`src/rtl/instr_fetch.sv`:
```
// -----------------------------------------------------------------------------
// instr_fetch
// Sequential instruction fetch unit. It walks a PC through a synchronous RAM:
// one cycle issuing the read (FETCH), one cycle waiting for the data (WAIT),
// then holds the fetched word for the decoder until it is accepted (HOLD).
// A redirect (branch/jump) reloads the PC from any state and restarts the
// fetch. Any read that is still in flight is dropped.
//
// Parameters
//   WIDTH       instruction / address width (default 16)
//   RESET_PC    PC value loaded while reset is asserted
//
// Ports
//   clk          in   rising-edge clock
//   reset        in   asynchronous, active-low reset
//   mem_addr     out  RAM read address (always the current PC)
//   mem_en       out  RAM read strobe, high in FETCH only
//   mem_rdata    in   RAM read data, valid the cycle after mem_en
//   instr        out  held instruction word
//   instr_valid  out  instr holds a fetched, unconsumed word (HOLD)
//   instr_ready  in   decoder accepts instr this cycle (used in HOLD only)
//   redirect_en  in   load PC from redirect_pc and restart the fetch
//   redirect_pc  in   redirect target
//   pc           out  address of the instruction being fetched or held
//   fetch_count  out  number of accepted instructions (wraps)
// -----------------------------------------------------------------------------
module instr_fetch #(
   parameter int               WIDTH    = 16,
   parameter logic [WIDTH-1:0] RESET_PC = '0
) (
   input  logic             clk,
   input  logic             reset,
   output logic [WIDTH-1:0] mem_addr,
   output logic             mem_en,
   input  logic [WIDTH-1:0] mem_rdata,
   output logic [WIDTH-1:0] instr,
   output logic             instr_valid,
   input  logic             instr_ready,
   input  logic             redirect_en,
   input  logic [WIDTH-1:0] redirect_pc,
   output logic [WIDTH-1:0] pc,
   output logic [WIDTH-1:0] fetch_count
);

   localparam logic [WIDTH-1:0] ONE = {{(WIDTH-1){1'b0}}, 1'b1};

   typedef enum logic [1:0] {
      ST_FETCH = 2'b00,
      ST_WAIT  = 2'b01,
      ST_HOLD  = 2'b10
   } state_t;

   state_t           r_state;
   logic [WIDTH-1:0] r_pc;
   logic [WIDTH-1:0] r_instr;
   logic [WIDTH-1:0] r_count;

   state_t           w_state_next;
   logic [WIDTH-1:0] w_pc_next;
   logic [WIDTH-1:0] w_instr_next;
   logic [WIDTH-1:0] w_count_next;
   logic             w_accept;

   // State register
   always_ff @(posedge clk or negedge reset) begin
      if (!reset) begin
         r_state <= ST_FETCH;
         r_pc    <= RESET_PC;
         r_instr <= '0;
         r_count <= '0;
      end else begin
         r_state <= w_state_next;
         r_pc    <= w_pc_next;
         r_instr <= w_instr_next;
         r_count <= w_count_next;
      end
   end

   // Next-state and output decode
   always_comb begin
      w_state_next = ST_FETCH;
      w_pc_next    = r_pc;
      w_instr_next = r_instr;
      w_count_next = r_count;
      w_accept     = (r_state == ST_HOLD) && instr_ready;

      // Outputs depend on state, pc and reset only. The reset term keeps the
      // read strobe low while the state register is forced to FETCH.
      mem_en      = (r_state == ST_FETCH) && reset;
      mem_addr    = r_pc;
      instr_valid = (r_state == ST_HOLD);

      case (r_state)
         ST_FETCH: w_state_next = ST_WAIT;
         ST_WAIT: begin
            w_state_next = ST_HOLD;
            w_instr_next = mem_rdata;
         end
         ST_HOLD: begin
            if (instr_ready) begin
               w_state_next = ST_FETCH;
               w_pc_next    = r_pc + ONE;
            end else begin
               w_state_next = ST_HOLD;
            end
         end
         default: w_state_next = ST_FETCH;
      endcase

      // The held word counts as consumed even when a redirect lands on the
      // same cycle, so the count is applied before the redirect override.
      if (w_accept) begin
         w_count_next = r_count + ONE;
      end

      // A redirect overrides the PC and restarts the fetch. The in-flight
      // read (if any) is dropped, so instr keeps its old value.
      if (redirect_en) begin
         w_state_next = ST_FETCH;
         w_pc_next    = redirect_pc;
         w_instr_next = r_instr;
      end
   end

   assign instr       = r_instr;
   assign pc          = r_pc;
   assign fetch_count = r_count;

endmodule

```
`config.mk`:
```
export PLATFORM = sky130hd
export DESIGN_NAME = instr_fetch
export DESIGN_NICKNAME = d
export VERILOG_FILES = /design/src/rtl/instr_fetch.sv
export SDC_FILE = /design/constraint.sdc
export NUM_CORES = 1
export LEC_CHECK = 0
export CORE_UTILIZATION = 35
export DETAILED_ROUTE_END_ITERATION = 10
export MAX_ROUTING_LAYER = met4
export PLACE_DENSITY = 0.71
export SKIP_CTS_REPAIR_TIMING = 1
export SLEW_MARGIN = 20
export SYNTH_ARGS = -nofsm -noshare
export SYNTH_HDL_FRONTEND = slang
export SYNTH_SLANG_ARGS = --single-unit
export TNS_END_PERCENT = 1
```
`constraint.sdc`:
```
create_clock -name clk -period 2.9 [get_ports clk]
set_input_delay 0.435 -clock clk [delete_from_list [all_inputs] [get_ports clk]]
set_output_delay 0.435 -clock clk [all_outputs]
set_load 0.02 [all_outputs]
```
# Word level (Yosys, flattened, before mapping)
# Cells that the tools add are included.
op_classes:
  addsub: 2
  eq_ne: 2
  mux: 6
  bitwise: 1
  reduce_logical: 7
op_table:
  columns: ["op", "count"]
  rows:
  - ["$mux 16", 3]
  - ["$add 16x1->16 const B", 2]
  - ["$pmux 2 s3", 1]
  - ["$mux 2", 2]
  - ["$reduce_and 2->1", 2]
  - ["$reduce_bool 2->1", 2]
  - ["$eq 2x1->1 const B", 1]
  - ["$eq 2x2->1 const B", 1]
  - ["$logic_and 1x1->1", 2]
  - ["$logic_not 2->1", 1]
  - ["$not 1->1", 1]
word_totals:
  ff_bits: 50
  in_bits: 36
  out_inout_bits: 66
  wordCells: 22

# Depth between registers and ports, before layout
# Gate-level depths: netlist of run 1.
depth:
  ltp_word: 4
  depth_mapped: 5
  mapped_depth_nobuf: 5

# Worst setup path after synthesis of run 1
# Ideal clock, no wire load.
synth_timing:
  kind: "flip-flop to flip-flop"
  start: "register r_count[3], in the netlist fetch_count[3]"
  end: "register r_count[15], in the netlist fetch_count[15]"
  setup_ps: 128
  arrival_ps: 1417
  required_ps: 2772
  path_slack_ps: 1355
  stages_incl_launch_ff: 5
  path_buffers: 0
  synth_period_minus_slack_ps: 1545
  cell_sequence: "dfrtp_1 > nand4_1 > nor4_4 > nand4_1 > xnor2_1"
synth_between:
  elab_chain_cells: 1
synth_rtl:
  columns: ["element", "line", "source"]
  rows:
  - ["from (decl)", "56", "logic [WIDTH-1:0] r_count;"]
  - ["from (signal assigned)", "75", "r_count <= w_count_next;"]
  - ["$add 16x1->16", "113", "w_count_next = r_count + ONE;"]
# Every way passes these cells.
# A chain may end at the register's enable or synchronous reset.

# Final worst setup path of run 1
layout_timing:
  start: "register r_state[1]"
  end: "output mem_en"
layout_between:
  elab_chain_cells: 2
layout_rtl:
  columns: ["element", "line", "source"]
  rows:
  - ["from (decl)", "53", "state_t r_state;"]
  - ["from (signal assigned)", "72", "r_state <= w_state_next;"]
  - ["$logic_not 2->1", "89", "mem_en = (r_state == ST_FETCH) && reset;"]
  - ["$logic_and 1x1->1", "89", null]
  - ["to (decl)", "34", "output logic mem_en,"]
# Every way passes these cells.

==> impl_metrics.csv, run 1 <==
group,metric,value,unit
worst_setup_path,critPathRequiredTime,2.47,ns
power,switching_share,0.320,
power,p_seq_frac,0.455,
power,power.share.combinational,0.337,
timing,fin_crit_sh,0.713,
global_route,grt_overflow,0,
timing,fin_setup_tns,0,ns
place,dpl.cell_count,398,
power,power.share.clock,0.208,
timing,worst_pin_slew,0.762,ns
detailed_routing,drt-total-wl,5280,um
place,dpl_cell_area,3440,um^2
place,globalplace.congestion,0.709,
worst_setup_path,slowest_stage,"clkdlybuf4s50_1",
global_route,grt.met1_usage,0.209,
timing,min_period,2.07,ns
synth,synth_cell_types,34,
synth,synthCells,221,
clocking,cts_buffer_depth,2,
cells_and_area,drive_above_1_share,0.116,
timing,max_freq,484,MHz
global_route,grt.busiest_layer,"met2",
floorplanning,num_rows,30,
worst_setup_path,r2r_cells,3,
timing,worst_slack,0.832,ns
cells_and_area,area_delta_synth_final,44.0,%
clocking,cts_num_sinks,50,
cells_and_area,layoutNonFillerInstCount,406,
cells_and_area,nFillCells,619,
worst_setup_path,criticalPathCategory,"flip-flop to output pin",
synth,syn-cell-area,2460,um^2
synth,synth_area_leaders,"dfrtp_1 51%, xnor2_1 7.5%, mux2_2 7.3%",
cells_and_area,finalInstanceArea,3540,um^2
detailed_routing,ant_nets,0,
timing,setup_viol,0,
timing,rsz0062_at_grt,"no",
worst_setup_path,crit_arrival,1.63,ns
place,dp_slack,0.799,ns
cells_and_area,final_cell_mix,"100 x clkdlybuf4s50_1, 50 x dfrtp_1, 28 x nand2_1, 21 x xnor2_1, 16 x mux2_2",
global_route,grt_util_met2,0.240,
detailed_routing,drtIter0Drc,88,
cells_and_area,mostFrequentLayoutCell,"clkdlybuf4s50_1",
detailed_routing,via_count,1914,
run_status,status,"completed",
global_route,grt_use_met3,0.0327,
floorplanning,dieArea,7360,um^2
clocking,tritoncts,"yes",
timing,finalHoldViolations,0,
timing,holdWs,0.290,ns
synth,synth_flop_cell,"dfrtp_1",
synth,synth_nets,259,
synth,ys_ff_latch,50,
synth,synth.avg_cell_area,11.1,um^2
power,power_leakage,1.44,nW
floorplanning,die_h,85.8,um
worst_setup_path,start_kind,"flip-flop",
run,maxCapViolCount,0,
synth,synth_edf_count,0,
synth,seq_area_frac_synth,0.509,
global_route,grt_max_degree,51,
power,power-per-cell-area,566,nW/um^2
timing,max_slew_margin,0.491,
detailed_routing,wire_per_inst,13.0,um
worst_setup_path,crit_path_cell_trace,"nor3b_1 > clkdlybuf4s50_1",
global_route,antenna_found_initial,0,
synth,async_reset_ff_frac,1.00,
detailed_routing,drc_errors,0,
floorplanning,ioPinCount,102,
clocking,path_clk_slew,0.09,ns
worst_setup_path,cp-startpoint,"r_state[1]",
synth,yosysTopAreaCellShare,0.509,
worst_hold_path,hold_path_class,"input pin to async pin",
cells_and_area,utilization,0.520,
cells_and_area,antenna_cells,0,
worst_setup_path,critPathMaxStageDelay,0.66,ns
detailed_routing,via_per_inst,4.71,
cells_and_area,nNetsFinal,347,
power,total_power,2.00,mW
power,switchingPower,641,uW
clocking,clk_latency,0.30,ns
power,p_int,1.36,mW
power,ir_drop,0.000312,V
worst_setup_path,crit_fanout,6,
clocking,cts_buffers,5,
clocking,cts-root-buf,"clkbuf_8",
place,port_buffers,101,
timing,skew,0.00542,ns
timing,drv_slew,0,
global_route,grt_pass1_wl,8690,um
worst_setup_path,worstSetupEndpointType,"output pin",
floorplanning,die_w,85.8,um
detailed_routing,firstDrtPassIters,4,
global_route,grt_usage,0.156,
synth,ys_warn_count,0,
global_route,grt_pass1_vias,1844,
clocking,cts_max_level,2,
floorplanning,initial_utilization,0.362,
place,hpwl,3900,um
synth,synth_top_area_cell,"dfrtp_1",
worst_setup_path,r2r_start,"r_state[1]",
floorplanning,core,6790,um^2
sequential cells by signal (all words and copies together), names as in the netlist:
signal	count
r_state	2
fetch_count	16
instr	16
mem_addr	16
path summary, 6_finish.rpt:
kind                                    to  slack, ns
max in group asynchronous   fetch_count[9]       2.18
max reg2reg                       instr[1]       1.11
min in group clk           fetch_count[15]       0.48
min reg2reg                fetch_count[15]       0.48
min                            mem_addr[7]       0.29
max                                 mem_en       0.83
logic make-up (layout without fill, tap and decap cells):
kind of cell / after synthesis / count (layout) / synth area share
compound gates: 19 / 19 / 0.0448
mux: 19 / 19 / 0.0856
fa+ha+maj: 2 / 2 / 0.0102
simple gates: 78 / 78 / 0.187
xor+xnor: 26 / 26 / 0.0927
flops: 50 / 50 / 0.509
buf+inv: 27 / 116 / 0.0698
layout make-up:
class	count	area (um^2)	share of cell area
clock inverter	1	5.00	0.00142
multi-input combinational	144	1030	0.292
timing repair buffer	103	1020	0.289
tap	96	120	0.0340
clock buffer	7	86.3	0.0244
sequential	50	1250	0.354
inverter	5	18.8	0.00531
cell usage after synthesis, types with 3 or more instances:
| master | instances |
|---|---|
| nor4_1 | 4 |
| dfrtp_1 | 50 |
| inv_1 | 5 |
| nor2_1 | 7 |
| nor3_1 | 6 |
| buf_4 | 16 |
| xnor2_1 | 21 |
| mux2_2 | 16 |
| nand3_1 | 8 |
| nand4_1 | 9 |
| nor4_4 | 3 |
| clkbuf_1 | 3 |
| nor2b_1 | 3 |
| xor2_1 | 5 |
| nand2_1 | 28 |
| mux2i_1 | 3 |
| o21ai_0 | 9 |
metal layers:
metal	share of wire	routed length (um)
met1	0.49	2590
met2	0.45	2360
met3	0.050	265
met4	0.012	62
met5	0	0
worst max-delay path, delay by kind of cell, from the launching register on:
kind / cells / cell delay [ns]
buffers and inverters: 1 / 0.66
DFF: 1 / 0.46
and+or+nand+nor: 1 / 0.22
power by group through the flow:
stage	Sequential [mW]	Clock, mW	Combinational [mW]
floorplan	1.04	0	0.222
global placement	0.922	0	0.673
detailed placement	0.925	0	0.680
CTS	0.914	0.429	0.682
global route	0.931	0.458	0.719
finish	0.912	0.417	0.674
Power figures use the tool's default switching activity.
==> inputs of run 2 (changes only) <==
==> constraint.sdc (replaced) <==
create_clock -name clk -period 2.1 [get_ports clk]
set_input_delay 0.315 -clock clk [delete_from_list [all_inputs] [get_ports clk]]
set_output_delay 0.315 -clock clk [all_outputs]
set_load 0.02 [all_outputs]
==> run 2 against run 1 <==
Net effect: flip-flop and latch count unchanged; cell area increased by 0.64%; combinational power grew 39%; non-clock buffer count increased by 1; clock power grew 60%; critical path type unchanged.
==> impl_metrics.csv, run 2 (same netlist as run 1, synthesis figures left out) <==
group,metric,value,unit
run_status,status,"completed",
global_route,grt_usage,0.156,
floorplanning,die_h,85.8,um
clocking,clk_latency,0.29,ns
worst_setup_path,start_kind,"flip-flop",
clocking,cts_num_sinks,50,
cells_and_area,final_cell_mix,"100 x clkdlybuf4s50_1, 50 x dfrtp_1, 28 x nand2_1, 21 x xnor2_1, 16 x mux2_2",
cells_and_area,antenna_cells,0,
clocking,cts_buffers,5,
timing,min_period,1.95,ns
power,power_leakage,1.45,nW
detailed_routing,ant_nets,0,
global_route,grt_use_met3,0.0327,
floorplanning,die_w,85.8,um
worst_setup_path,cp_top_family,"buffers and inverters",
worst_setup_path,crit_path_cell_trace,"nor3b_1 > clkdlybuf4s50_1",
worst_setup_path,criticalPathCategory,"flip-flop to output pin",
worst_setup_path,critPathRequiredTime,1.78,ns
floorplanning,num_rows,30,
place,port_buffers,101,
clocking,cts_buffer_depth,2,
floorplanning,core,6790,um^2
global_route,grt_overflow,0,
detailed_routing,wire_per_inst,13.1,um
timing,drv_slew,0,
place,dp_slack,0.0874,ns
worst_setup_path,critPathMaxStageDelay,0.66,ns
floorplanning,initial_utilization,0.362,
global_route,antenna_found_initial,0,
detailed_routing,drt-total-wl,5330,um
run,maxCapViolCount,0,
detailed_routing,via_count,1897,
cells_and_area,layoutNonFillerInstCount,407,
cells_and_area,mostFrequentLayoutCell,"clkdlybuf4s50_1",
floorplanning,ioPinCount,102,
place,hpwl,3990,um
worst_setup_path,worstSetupEndpointType,"output pin",
worst_hold_path,hold_path_class,"input pin to async pin",
global_route,grt_util_met2,0.248,
cells_and_area,nNetsFinal,348,
timing,max_freq,513,MHz
clocking,cts-root-buf,"clkbuf_8",
global_route,grt.busiest_layer,"met2",
timing,worst_pin_slew,0.643,ns
cells_and_area,seq_area,1250,um^2
timing,worst_slack,0.152,ns
cells_and_area,drive_above_1_share,0.116,
detailed_routing,firstDrtPassIters,4,
worst_setup_path,r2r_cells,4,
cells_and_area,multi_input_area,1030,um^2
cells_and_area,area_delta_synth_final,44.9,%
global_route,grt_pass1_wl,8840,um
worst_setup_path,r2r_slack,0.45,ns
clocking,cts_max_level,2,
timing,finalHoldViolations,0,
timing,rsz0062_at_grt,"no",
clocking,path_clk_slew,0.09,ns
detailed_routing,drc_errors,0,
worst_setup_path,reg2reg_to,"fetch_count[15]",
global_route,grt_max_degree,51,
global_route,grt.met1_usage,0.204,
floorplanning,dieArea,7360,um^2
clocking,tritoncts,"yes",
timing,max_slew_margin,0.571,
global_route,grt_pass1_vias,1918,
detailed_routing,via_per_inst,4.66,
worst_setup_path,r2r_start,"r_state[0]",
timing,setup_viol,0,
power,power-per-cell-area,804,nW/um^2
timing,fin_setup_tns,0,ns
power,ir_drop,0.000419,V
power,total_power,2.86,mW
timing,fin_crit_sh,0.928,
worst_setup_path,crit_arrival,1.63,ns
place,dpl.cell_count,399,
timing,skew,0.00607,ns
worst_setup_path,slowest_stage,"clkdlybuf4s50_1",
timing,holdWs,0.169,ns
worst_setup_path,crit_fanout,6,
detailed_routing,drtIter0Drc,97,
cells_and_area,nFillCells,634,
worst_setup_path,cp_num_buf_inv,1,
place,globalplace.congestion,0.729,
## run 2: area by class of cell
type | instances | area share
sequential | 50 | 0.352
multi-input combinational | 144 | 0.290
timing repair buffer | 104 | 0.289
tap | 96 | 0.0338
clock buffer | 7 | 0.0214
clock inverter | 1 | 0.00844
inverter | 5 | 0.00527
## run 2: worst max-delay path by stage
| stage | startpoint | to | slack, ns | cells past startpoint |
|---|---|---|---|---|
| 6_report | r_state[1] | mem_en | 0.15 | 2 |
| 2_1_floorplan | fetch_count[3] | fetch_count[15] | 0.55 | 4 |
| 4_1_cts | r_state[1] | mem_en | 0.13 | 2 |
| 3_3_place_gp | instr_ready | fetch_count[12] | 0.15 | 5 |
| 5_1_grt | r_state[1] | mem_en | 0.08 | 2 |
| 3_5_place_dp | instr_ready | fetch_count[15] | 0.09 | 5 |
## run 2: layer usage
metal,wire length (um),vias to the layer above
li1,-,926
met2,2470,53
met1,2560,913
met4,42,0
met3,259,5
met5,0,-
## run 2: where the power goes
group / leakage [nW] / internal [mW] / switching, mW
sequential: 0.622 / 1.11 / 0.141
clock: 0.0524 / 0.357 / 0.311
combinational: 0.775 / 0.501 / 0.438
total: 1.45 / 1.97 / 0.890
## run 2: stage by stage
step	cell area (um^2)	util
after floorplan	2460	-
after global placement	3450	0.508
after detailed placement	3450	0.508
after CTS	3560	0.524
after global routing	3560	0.524
final	3560	0.524
